===== src/rtl/memarb_pkg.sv =====
// memarb_pkg: shared types and constants for the PSRAM request arbiter.
// Build option MEMARB_ROUND_ROBIN_EN turns on round-robin arbitration.
package memarb_pkg;

    localparam int ADDR_W = 16;
    localparam int DATA_W = 8;
    localparam int BANK_W = 6;

    localparam logic MST_CPU = 1'b0;
    localparam logic MST_VIC = 1'b1;

    typedef enum logic [2:0] {
        IDLE,
        ISSUE,
        WAIT_ACCEPT,
        WAIT_DONE,
        RESP
    } arbStateT;

endpackage


===== src/rtl/memarb_pick.sv =====
// memarb_pick: combinational grant selection between CPU and VIC.
// MEMARB_ROUND_ROBIN_EN: pointer decides ties, else VIC wins.
module memarb_pick
    import memarb_pkg::*;
(
    input  logic cpuReq,
    input  logic vicReq,
`ifdef MEMARB_ROUND_ROBIN_EN
    input  logic rrPtr,
`endif
    output logic grantValid,
    output logic grantId
);

    // Pick the winner; a lone requester always wins.
    always_comb begin
        grantValid = cpuReq | vicReq;
        grantId    = MST_CPU;
`ifdef MEMARB_ROUND_ROBIN_EN
        if (cpuReq && vicReq) begin
            grantId = rrPtr;
        end else if (vicReq) begin
            grantId = MST_VIC;
        end
`else
        if (vicReq) begin
            grantId = MST_VIC;
        end
`endif
    end

endmodule


===== src/rtl/mem_req_arbiter.sv =====
// mem_req_arbiter: sequences CPU / VIC accesses onto the PSRAM controller.
// Define MEMARB_ROUND_ROBIN_EN for round-robin instead of VIC priority.
module mem_req_arbiter
    import memarb_pkg::*;
#(
    parameter int                ACCEPT_TIMEOUT = 8,
    parameter logic [BANK_W-1:0] VIC_BANK       = 6'd0
) (
    input  logic              clk,
    input  logic              reset,
    input  logic              cpu_req,
    input  logic              cpu_we,
    input  logic [BANK_W-1:0] cpu_bank,
    input  logic [ADDR_W-1:0] cpu_addr,
    input  logic [DATA_W-1:0] cpu_wdata,
    output logic              cpu_ack,
    output logic [DATA_W-1:0] cpu_rdata,
    input  logic              vic_req,
    input  logic [ADDR_W-1:0] vic_addr,
    output logic              vic_ack,
    output logic [DATA_W-1:0] vic_rdata,
    output logic              mem_ce,
    output logic              mem_write,
    output logic [BANK_W-1:0] mem_bank,
    output logic [ADDR_W-1:0] mem_addr,
    output logic [DATA_W-1:0] mem_wdata,
    input  logic [DATA_W-1:0] mem_rdata,
    input  logic              mem_busy
);

    localparam int               CNT_W    = $clog2(ACCEPT_TIMEOUT + 1);
    localparam logic [CNT_W-1:0] CNT_LAST = CNT_W'(ACCEPT_TIMEOUT - 1);

    arbStateT         state;
    logic             curMst;
    logic [CNT_W-1:0] acceptCnt;
    logic             grantValid;
    logic             grantId;

`ifdef MEMARB_ROUND_ROBIN_EN
    // Master favoured on the next tie; flips to the other one on every grant.
    logic             rrPtr;
`endif

    memarb_pick uPick (
        .cpuReq     (cpu_req),
        .vicReq     (vic_req),
`ifdef MEMARB_ROUND_ROBIN_EN
        .rrPtr      (rrPtr),
`endif
        .grantValid (grantValid),
        .grantId    (grantId)
    );

    // Transaction sequencer with registered controller and master outputs.
    always_ff @(posedge clk) begin
        if (reset) begin
            state     <= IDLE;
            curMst    <= MST_CPU;
            acceptCnt <= '0;
            mem_ce    <= 1'b0;
            mem_write <= 1'b0;
            mem_bank  <= '0;
            mem_addr  <= '0;
            mem_wdata <= '0;
            cpu_ack   <= 1'b0;
            vic_ack   <= 1'b0;
            cpu_rdata <= '0;
            vic_rdata <= '0;
`ifdef MEMARB_ROUND_ROBIN_EN
            rrPtr     <= MST_VIC;
`endif
        end else begin
            mem_ce  <= 1'b0;
            cpu_ack <= 1'b0;
            vic_ack <= 1'b0;
            unique case (state)
                IDLE: begin
                    // Busy high here also covers the controller's init phase.
                    if (!mem_busy && grantValid) begin
                        curMst <= grantId;
                        mem_ce <= 1'b1;
                        state  <= ISSUE;
`ifdef MEMARB_ROUND_ROBIN_EN
                        rrPtr  <= ~grantId;
`endif
                        if (grantId == MST_VIC) begin
                            mem_write <= 1'b0;
                            mem_bank  <= VIC_BANK;
                            mem_addr  <= vic_addr;
                            mem_wdata <= '0;
                        end else begin
                            mem_write <= cpu_we;
                            mem_bank  <= cpu_bank;
                            mem_addr  <= cpu_addr;
                            mem_wdata <= cpu_wdata;
                        end
                    end
                end
                ISSUE: begin
                    acceptCnt <= '0;
                    state     <= WAIT_ACCEPT;
                end
                WAIT_ACCEPT: begin
                    if (mem_busy) begin
                        state <= WAIT_DONE;
                    end else if (acceptCnt == CNT_LAST) begin
                        // Controller missed the CE: pulse again, same payload.
                        mem_ce <= 1'b1;
                        state  <= ISSUE;
                    end else begin
                        acceptCnt <= acceptCnt + CNT_W'(1);
                    end
                end
                WAIT_DONE: begin
                    if (!mem_busy) begin
                        state <= RESP;
                        if (curMst == MST_VIC) begin
                            vic_ack   <= 1'b1;
                            vic_rdata <= mem_rdata;
                        end else begin
                            cpu_ack <= 1'b1;
                            if (!mem_write) begin
                                cpu_rdata <= mem_rdata;
                            end
                        end
                    end
                end
                RESP: begin
                    state <= IDLE;
                end
                default: begin
                    state <= IDLE;
                end
            endcase
        end
    end

endmodule


===== config.mk =====
export PLATFORM = sky130hd
export DESIGN_NAME = mem_req_arbiter
export DESIGN_NICKNAME = d
export VERILOG_FILES = /design/src/rtl/memarb_pkg.sv /design/src/rtl/memarb_pick.sv /design/src/rtl/mem_req_arbiter.sv
export SDC_FILE = /design/constraint.sdc
export NUM_CORES = 1
export LEC_CHECK = 0
export BUFFER_PORTS_ARGS = -buffer_cell sky130_fd_sc_hd__buf_2
export CAP_MARGIN = 20
export CORE_MARGIN = 3
export CORE_UTILIZATION = 30
export CTS_CLUSTER_DIAMETER = 50
export DETAILED_ROUTE_END_ITERATION = 6
export GPL_ROUTABILITY_DRIVEN = 0
export PLACE_DENSITY = 0.66
export SLEW_MARGIN = 5
export SYNTH_ARGS = -nofsm -noshare
export SYNTH_HDL_FRONTEND = slang
export SYNTH_SLANG_ARGS = --single-unit

===== constraint.sdc =====
create_clock -name clk -period 4.4 [get_ports clk]
set_input_delay 0.44 -clock clk [delete_from_list [all_inputs] [get_ports clk]]
set_output_delay 0.44 -clock clk [all_outputs]
set_load 0.03 [all_outputs]

# Word level (Yosys, flattened, before mapping)

Cells that the tools add are included.

Add/sub/neg operators: 1
Equal/unequal tests: 9
Multiplexer cells: 19
Bitwise operators: 5
Reductions and logical operators: 10

Operators with widths:

| kind                  | number |
|---|---|
| $mux W16              | 1 |
| $mux W3               | 4 |
| $pmux W3 S4           | 1 |
| $reduce_and A3 Y1     | 3 |
| $mux W4               | 2 |
| $mux W8               | 1 |
| $ne A2 B2 Y1 const B  | 4 |
| $pmux W4 S2           | 1 |
| $mux W1               | 7 |
| $eq A3 B2 Y1 const B  | 2 |
| $mux W6               | 1 |
| $add A4 B1 Y4 const B | 1 |
| $eq A4 B3 Y1 const B  | 1 |
| $not A1 Y1            | 4 |
| $reduce_and A4 Y1     | 1 |
| $eq A3 B1 Y1 const B  | 1 |
| $logic_not A3 Y1      | 1 |
| $ne A3 B3 Y1 const B  | 1 |
| $reduce_or A3 Y1      | 1 |
| $pmux W1 S2           | 1 |
| $reduce_and A2 Y1     | 1 |
| $reduce_bool A2 Y1    | 1 |
| $logic_and A1 B1 Y1   | 1 |
| $logic_not A1 Y1      | 1 |
| $or A1 B1 Y1          | 1 |

Bits in registers: 58
Output and inout bits: 50

# Logic depth before layout (Yosys ltp)

Gate-level depths: netlist (run 1).

Depth in word-level cells: 4
Gate-level depth with buffers: 7

# Cells and area by module

From an unflattened synthesis (run 1), not the netlist that was laid out.

Cells, all modules: 281
Area total of the unflattened synthesis: 2683.8 µm²

By module, submodules not included:

| module          | times used | cells an instance | area an instance (µm²) | seq. area each (µm²) |
|---|---|---|---|---|
| mem_req_arbiter | 1          | 279               | 2670.1                 | 1161.1 |
| memarb_pick     | 1          | 2                 | 13.8                   | 0.0 |

# Worst setup path before layout (run 1)

No wires, ideal clock.

Kind: input to register
Start: input port vic_req
End: register mem_addr[10]
Library setup time: 0.134 ns
Arrival: 1.380 ns
Required time: 4.266 ns
Path slack: 2.886 ns
Cell stages on the path: 6
Buffers on the path: 3
Cell sequence: clkbuf_1 > nor2_1 > nor3b_2 > buf_4 > buf_2 > a211oi_1

Longest elaborated chain between the ends: 3
Elaborated cells between the ends (all ways): 5
Classes of those cells: 2 x mux; 1 x bitwise; 2 x reduce/logical

Ends and longest elaborated chain:

| what                        | line                  | source |
|---|---|---|
| start: declaration          | mem_req_arbiter.sv:18 | `input logic vic_req,` |
| $or A1 B1 Y1                | memarb_pick.sv:17     | `grantValid = cpuReq \| vicReq;` |
| $logic_and A1 B1 Y1         | mem_req_arbiter.sv:80 | `if (!mem_busy && grantValid) begin` |
| $reduce_and A2 Y1 (no line) | --                    |  |
| end signal: assignment      | mem_req_arbiter.sv:90 | `mem_addr <= vic_addr;` |
| end signal: assignment      | mem_req_arbiter.sv:95 | `mem_addr <= cpu_addr;` |
| end: declaration            | mem_req_arbiter.sv:25 | `output logic [ADDR_W-1:0] mem_addr,` |

Parallel ways exist; a longest one is shown, timed or not.
A chain may end at the register's enable or synchronous reset.

# Worst setup path in the final report (run 1)

Start: input port vic_req
End: register mem_bank[1]

Longest elaborated chain between the ends: 3
Elaborated cells between the ends (all ways): 5
Classes of those cells: 2 x mux; 1 x bitwise; 2 x reduce/logical

Ends and longest elaborated chain:

| what                        | line                  | source |
|---|---|---|
| $or A1 B1 Y1                | memarb_pick.sv:17     |  |
| $logic_and A1 B1 Y1         | mem_req_arbiter.sv:80 |  |
| $reduce_and A2 Y1 (no line) | --                    |  |
| end signal: assignment      | mem_req_arbiter.sv:94 | `mem_bank <= cpu_bank;` |
| end: declaration            | mem_req_arbiter.sv:24 | `output logic [BANK_W-1:0] mem_bank,` |

Parallel ways exist; a longest one is shown, timed or not.

==> key figures, run 1 <==
Placement
  • I/O Buffers: about 110
  • Hpwl dp: a little over 4000 um

Synth
  • Sequential-to-total area share from yosys stat: 48.71%
  • Synthesized flop and latch total: 58
  • Syn. warnings: 0
  • Largest area contributor in the netlist: dfxtp_1
  • Post-synth EDFFs: 0
  • Area share of the largest cell type after synthesis: roughly half
  • Cells after Synth: ~260
  • Post-synth ARST share: 0%
  • Largest cells by area after synthesis: dfxtp_1, mux2i_1, nor2_1, a211oi_1, nand3b_1
  • Synth Area per Inst: slightly above 9 um2
  • Netlist cell types: 35
  • Most used DFF post-synth: dfxtp_1
  • Net Count, Synth: ~320
  • Post-synthesis cell area: around 0.0024 mm2

Clocking
  • Clock transition at the registers of the reported paths: 70 ps
  • CTS Root Buffer Type: clkbuf_8
  • TritonCTS clock tree: built
  • CTS Buf Count: 9
  • Postcts setup bufs: 0
  • Clock Sinks: a little under 60
  • Clock Tree Buf Depth: 2
  • Resize count post-CTS: 0
  • Number of hold buffers added after cts: 0
  • H-tree levels: 3
  • Clk_lat worst skew: 330 ps

Final layout
  • Synth-to-Final Area Change: 31.97%
  • Multi-input gate area: approximately 0.0011 mm2
  • Share of cells above drive strength 1: 35.46%
  • Ant. Diodes: 0
  • Layout net count: 417
  • FF+latch area: about 0.0012 mm2
  • Fillcell total: 754

Die
  • Initial Util: between 30% and 40%
  • Die width: 95.14 um
  • Site Rows: 31
  • Die area: 0.009051 mm2
  • # IOs: 110
  • Core Box Area: 0.007486 mm2
  • DIE HEIGHT: around 95 um

Global route
  • Gr ovfl total: 0
  • Largest net degree at the start of global routing: 59
  • Initial antenna violation count: 0
  • First-pass GRT wire length: 9301 um
  • Vias in the first global route: 2079
  • Total global-route track usage: 13.12%

STA
  • Max Fclk: 0.5215 GHz
  • RSZ-0062 raised after global routing: no
  • Hold Fails Final Rpt: 0
  • Setup TNS Final: 0 ps
  • Final setup fails: 0
  • Final worst-path cycle share: 43.58%
  • Fin. max-slew vios: 0
  • Min Tclk post-route: 1918 ps
  • Min Hold Slack: roughly 350 ps
  • Max_slew headroom: between 30% and 40%
  • Slew at the pin closest to its max-slew limit: 1049 ps
  • Clock Skew: 4.935 ps

Critical path
  • Setup crit start kind: primary input
  • CP required: ~4600 ps
  • Crit Path Max Fanout: 33
  • Crit path arrival time: 2080 ps
  • CP Capture Type: flop
  • Setup CP Type: primary input to flop

Pwr
  • Worst vdd ir: 0.2024 mV
  • Leakage dissipation: about 1.5 nW
  • Power density over cell area: between 300 and 400 mW/mm2

Drt
  • Vias: around 2200
  • Post-route ant nets: 0
  • Pre-antenna DRT Iters: 4
  • Vias/cell: about 4.7
  • First DRT Iteration DRCs: between 60 and 70
  • Drt total wl: around 5700 um
  • WL per Instance: 12.46 um
  • DRC Markers: 0

Run
  • MaxCap Viol Count: 0

Min path
  • Hold Crit Class: primary input to flop

Run status
  • Outcome: completed
-- cell usage in the layout (no fill, tap or decap), types with 2 or more instances in the layout --
cell,synthesis,final
a211oi_1,16,16
a21oi_1,18,18
a31oi_1,2,2
buf_2,9,109
clkbuf_8,0,10
clkinvlp_4,0,5
dfxtp_1,58,58
inv_1,2,2
mux2i_1,32,32
nand2_1,19,19
nand2b_1,2,2
nand3_1,3,3
nand3b_1,16,16
nor2_1,40,40
nor3_1,2,2
o21ai_0,6,6
or3_1,2,2
-- final timing paths --
| check | depth (start not counted) | end | slack [ps] | from |
|---|---|---|---|---|
| max reg2reg | 4 | cpu_rdata[5] | 2490 | state[1] |
| min | 3 | vic_rdata[5] | 350 | mem_rdata[5] |
| max | 5 | mem_bank[1] | 2480 | vic_req |
| min reg2reg | 2 | mem_wdata[6] | 460 | mem_wdata[6] |
-- final cells by class --
type / instances / area share, %
Clock inverter: 6 / 1.352
Inverter: 2 / 0.2387
Sequential cell: 58 / 36.91
Multi-Input combinational cell: 175 / 35.60
Clock buffer: 10 / 4.375
Tap cell: 99 / 3.938
Timing Repair Buffer: 110 / 17.58
-- cells by family (layout without fill, tap and decap cells) --
kind of cell	Yosys count	count (layout)	share of synthesized area [%]
flip-flops	58	58	48.71
AND/OR/NAND/NOR	94	94	20.05
buffers and inverters	23	128	4.567
adder cells (fa/ha/maj)	1	1	0.5249
XOR/XNOR	1	1	0.3675
AO/OA/AOI/OAI	47	47	12.34
multiplexers	32	32	13.44
-- power breakdown --
part           leakage (nW)  switching (mW)  internal (mW)
combinational         0.966           0.119         0.0685
clock                0.0765           0.215          0.218
sequential            0.472          0.0185          0.551
-- layer usage --
metal / part of all wire (%) / vias up / global-route usage [%]
met3: 8.0 / 14 / 4.499
met4: 2.5 / 0 / 7.212
li1: - / 1099 / -
met1: 44 / 960 / 15.78
met2: 46 / 86 / 20.47
met5: 0 / - / 0
-- per-stage QoR --
step           worst slack [ps]  instance area (um2)  instances  util (%)  power (mW)
5_1_grt                    2272                 3146        460     42.02       1.254
6_report                   2482                 3146        460     42.02       1.190
3_3_place_gp               2198                 2965        444     39.61      0.7676
4_1_cts                    2447                 3146        460     42.02       1.208
2_1_floorplan              2886                 2384        256         -      0.7065
3_5_place_dp               2094                 2965        444     39.61      0.7704
-- sequential cells by signal, indices dropped and copies added, names as in the netlist, 3 cells and up --
name,cells
mem_addr,16
cpu_rdata,8
mem_wdata,8
vic_rdata,8
mem_bank,6
acceptCnt,4
state,3
-- synthesized netlist by cell type (3+ instances only) --
| library cell | count |
|---|---|
| a211oi_1 | 16 |
| a21oi_1 | 18 |
| buf_2 | 9 |
| clkbuf_1 | 10 |
| dfxtp_1 | 58 |
| mux2i_1 | 32 |
| nand2_1 | 19 |
| nand3_1 | 3 |
| nand3b_1 | 16 |
| nor2_1 | 40 |
| o21ai_0 | 6 |
-- worst max-delay path, stage by stage --
cell	delay, ps
buf_2	510
nor2_1	230
nand3b_1	570
nand2_1	220
a21oi_1	90
Power figures use the tool's default switching activity.
==> inputs of run 2 (changes only) <==
Settings changed: ABC_AREA from default to 1, PLACE_DENSITY 0.66 to 0.69.
Clock period 4.4 ns to 1.6 ns, I/O delays scaled along.
==> key figures, run 2 <==
Run status
  • Outcome: completed

Critical path
  • Setup CP Type: flop to flop
  • Crit-path leading delay family: simple AND/OR/NAND/NOR gates
  • CP Capture Type: flop
  • Worst Path Buf+Inv: 1
  • Cells along the critical path: nand3_1, nor2_1, nand2_1, inv_2, nor2_1, nor2_1
  • Setup crit start kind: flop
  • Crit path arrival time: roughly 1700 ps
  • CP max stage delay: ~430 ps
  • CP required: 1860 ps
  • Critical Path Slowest Stage Cell: dfxtp_1
  • Crit Path Max Fanout: 9
  • CP dominant cell by count: nor2_1

Drt
  • Max layer used: met4
  • Drt total wl: a little under 6000 um
  • Vias/cell: between 4 and 5
  • First DRT Iteration DRCs: 98
  • Pre-antenna DRT Iters: 4
  • Vias: 2279
  • DRC Markers: 0
  • WL per Instance: 11.58 um
  • Post-route ant nets: 0
  • WL met2: roughly 2800 um
  • Met3 WL post-DR: approximately 410 um
  • M1 WL: 2627 um

STA
  • Hold Fails Final Rpt: 0
  • Max Fclk: roughly 0.71 GHz
  • Slew at the pin closest to its max-slew limit: ~310 ps
  • RSZ-0062 raised after global routing: no
  • Fin. max-slew vios: 0
  • Setup TNS Final: 0 ps
  • Clock Skew: about 7.7 ps
  • Max_slew headroom: between 70% and 80%
  • Min Hold Slack: about 70 ps
  • Final setup fails: 0
  • Min Tclk post-route: between 1000 and 1500 ps
  • Final worst-path cycle share: 88.56%

Synth
  • Sequential-to-total area share from yosys stat: 49.81%
  • Largest family of logic cells by synthesized area: simple AND/OR/NAND/NOR gates
  • Synth Area in XOR/XNOR: 0.3757%
  • Simple-Gate Fraction of Synth Area: between 20 and 25%
  • Synth Area per Inst: 8.094 um2
  • Largest cells by area after synthesis: dfxtp_1, nor2_1, a21oi_1, nand2_1, mux2i_1
  • Post-synth EDFFs: 0
  • Synth Area in Compound Gates: approximately 16%
  • Mux cell area share after synthesis: just under 7%
  • Count leader, synth: dfxtp_1
  • Post-synth top cells: dfxtp_1, nor2_1, nand2_1, a21oi_1, o21ai_0
  • Synthesized flop and latch total: 58
  • Post-synthesis cell area: 0.002331 mm2
  • Net Count, Synth: around 350
  • Largest area contributor in the netlist: dfxtp_1
  • Cells after Synth: 288
  • Post-synth ARST share: 0%
  • Most used DFF post-synth: dfxtp_1
  • Netlist cell types: 25
  • Synthesized-area fraction occupied by adder cells: 0.5368%
  • Area share of the largest cell type after synthesis: about half
  • Syn. warnings: 0

Pwr
  • Power density over cell area: about 1300 mW/mm2
  • P_sw: 1.487 mW
  • Switching share of power: a little over a third
  • Worst vdd ir: ~0.51 mV
  • Leakage dissipation: ~1.6 nW
  • Comb pwr share: 29.1%
  • Seq pwr share: 42.6%
  • Clock power frac: between 20% and 30%
  • Internal: around 2.6 mW

Final layout
  • Share of cells above drive strength 1: 34.24%
  • Max FFs per register: 16
  • Synth-to-Final Area Change: 35.05%
  • Biggest register: mem_addr
  • Ant. Diodes: 0
  • Layout net count: around 460
  • Commonest non-fill, non-tap cell in the layout: buf_2
  • Most frequent cells in the layout: buf_2, dfxtp_1, nor2_1

Die
  • Die width: 94.15 um
  • Core Box Area: ~0.0074 mm2
  • Initial Util: 31.46%
  • Die area: a little under 0.009 mm2
  • DIE HEIGHT: about 94 um
  • Site Rows: 31
  • # IOs: 110

Run
  • MaxCap Viol Count: 0

Clocking
  • Clk_lat worst skew: between 300 and 400 ps
  • Clock Tree Buf Depth: 2
  • CTS Buf Count: 9
  • Postcts setup bufs: 0
  • H-tree levels: 3
  • CTS Root Buffer Type: clkbuf_8
  • TritonCTS clock tree: built
  • Clock Sinks: 58
  • Clock transition at the registers of the reported paths: roughly 70 ps

Global route
  • Gr ovfl total: 0
  • Initial antenna violation count: 0
  • Largest net degree at the start of global routing: 37
  • First-pass GRT wire length: roughly 9700 um
  • Total global-route track usage: around 14%
  • Vias in the first global route: between 2000 and 2500

Placement
  • Hpwl dp: 4313 um
  • I/O Buffers: about 110

Min path
  • Hold Crit Class: primary input to flop
## run 2: metal layers
layer / global-route usage, % / vias up
met2: 22.16 / 70
met5: 0 / -
met1: 16.92 / 1024
met3: 4.327 / 4
met4: 5.776 / 0
li1: - / 1181
## run 2: final cells by class
type	instances	area (um2)
Timing Repair Buffer	115	603.1
Clock inverter	5	30.03
Sequential cell	58	1161
Multi-Input combinational cell	201	1028
Clock buffer	11	141.4
Tap cell	99	123.9
Fill cell	747	4260
Inverter	16	60.06
## run 2: logic make-up after synthesis
logic type	count (synthesis)
AO/OA/AOI/OAI	72
buffers and inverters	29
multiplexers	16
XOR/XNOR	1
AND/OR/NAND/NOR	111
flip-flops	58
adder cells (fa/ha/maj)	1
## run 2: power groups by stage
stage	Combinational [mW]	Clock (mW)	Sequential (mW)
after floorplan	0.586	0	2.04
after global placement	1.18	0	1.78
after detailed placement	1.20	0	1.78
after CTS	1.20	1.22	1.75
after global routing	1.34	1.27	1.78
final	1.20	1.17	1.75
## run 2: timing repair
| item | CTS | global route |
|---|---|---|
| resized for setup | 0 | 2 |
| hold buffers | 0 | 0 |
| setup endpoints to repair | 0 | 10 |
## run 2: final timing paths
check | from | to | slack, ps | depth (start not counted)
max | state[1] | cpu_rdata[7] | 180 | 6
min | mem_rdata[6] | vic_rdata[6] | 70 | 3
max reg2reg | state[1] | cpu_rdata[7] | 180 | 6
min reg2reg | curMst | cpu_ack | 460 | 1
## run 2: stage by stage
step	util (%)	power (mW)	setup slack [ps]	instances	area [um2]
floorplan	-	2.631	373.9	288	2331
global placement	40.15	2.959	185.4	489	2974
detailed placement	40.15	2.978	119.5	489	2974
CTS	42.46	4.170	97.83	505	3146
global route	42.49	4.390	25.61	505	3148
finish	42.49	4.114	183.1	505	3148
## run 2: tightest hold or removal path, delay by kind of cell
family | cells | cell delay (ps)
AND/OR/NAND/NOR | 2 | 120
buffers and inverters | 1 | 90
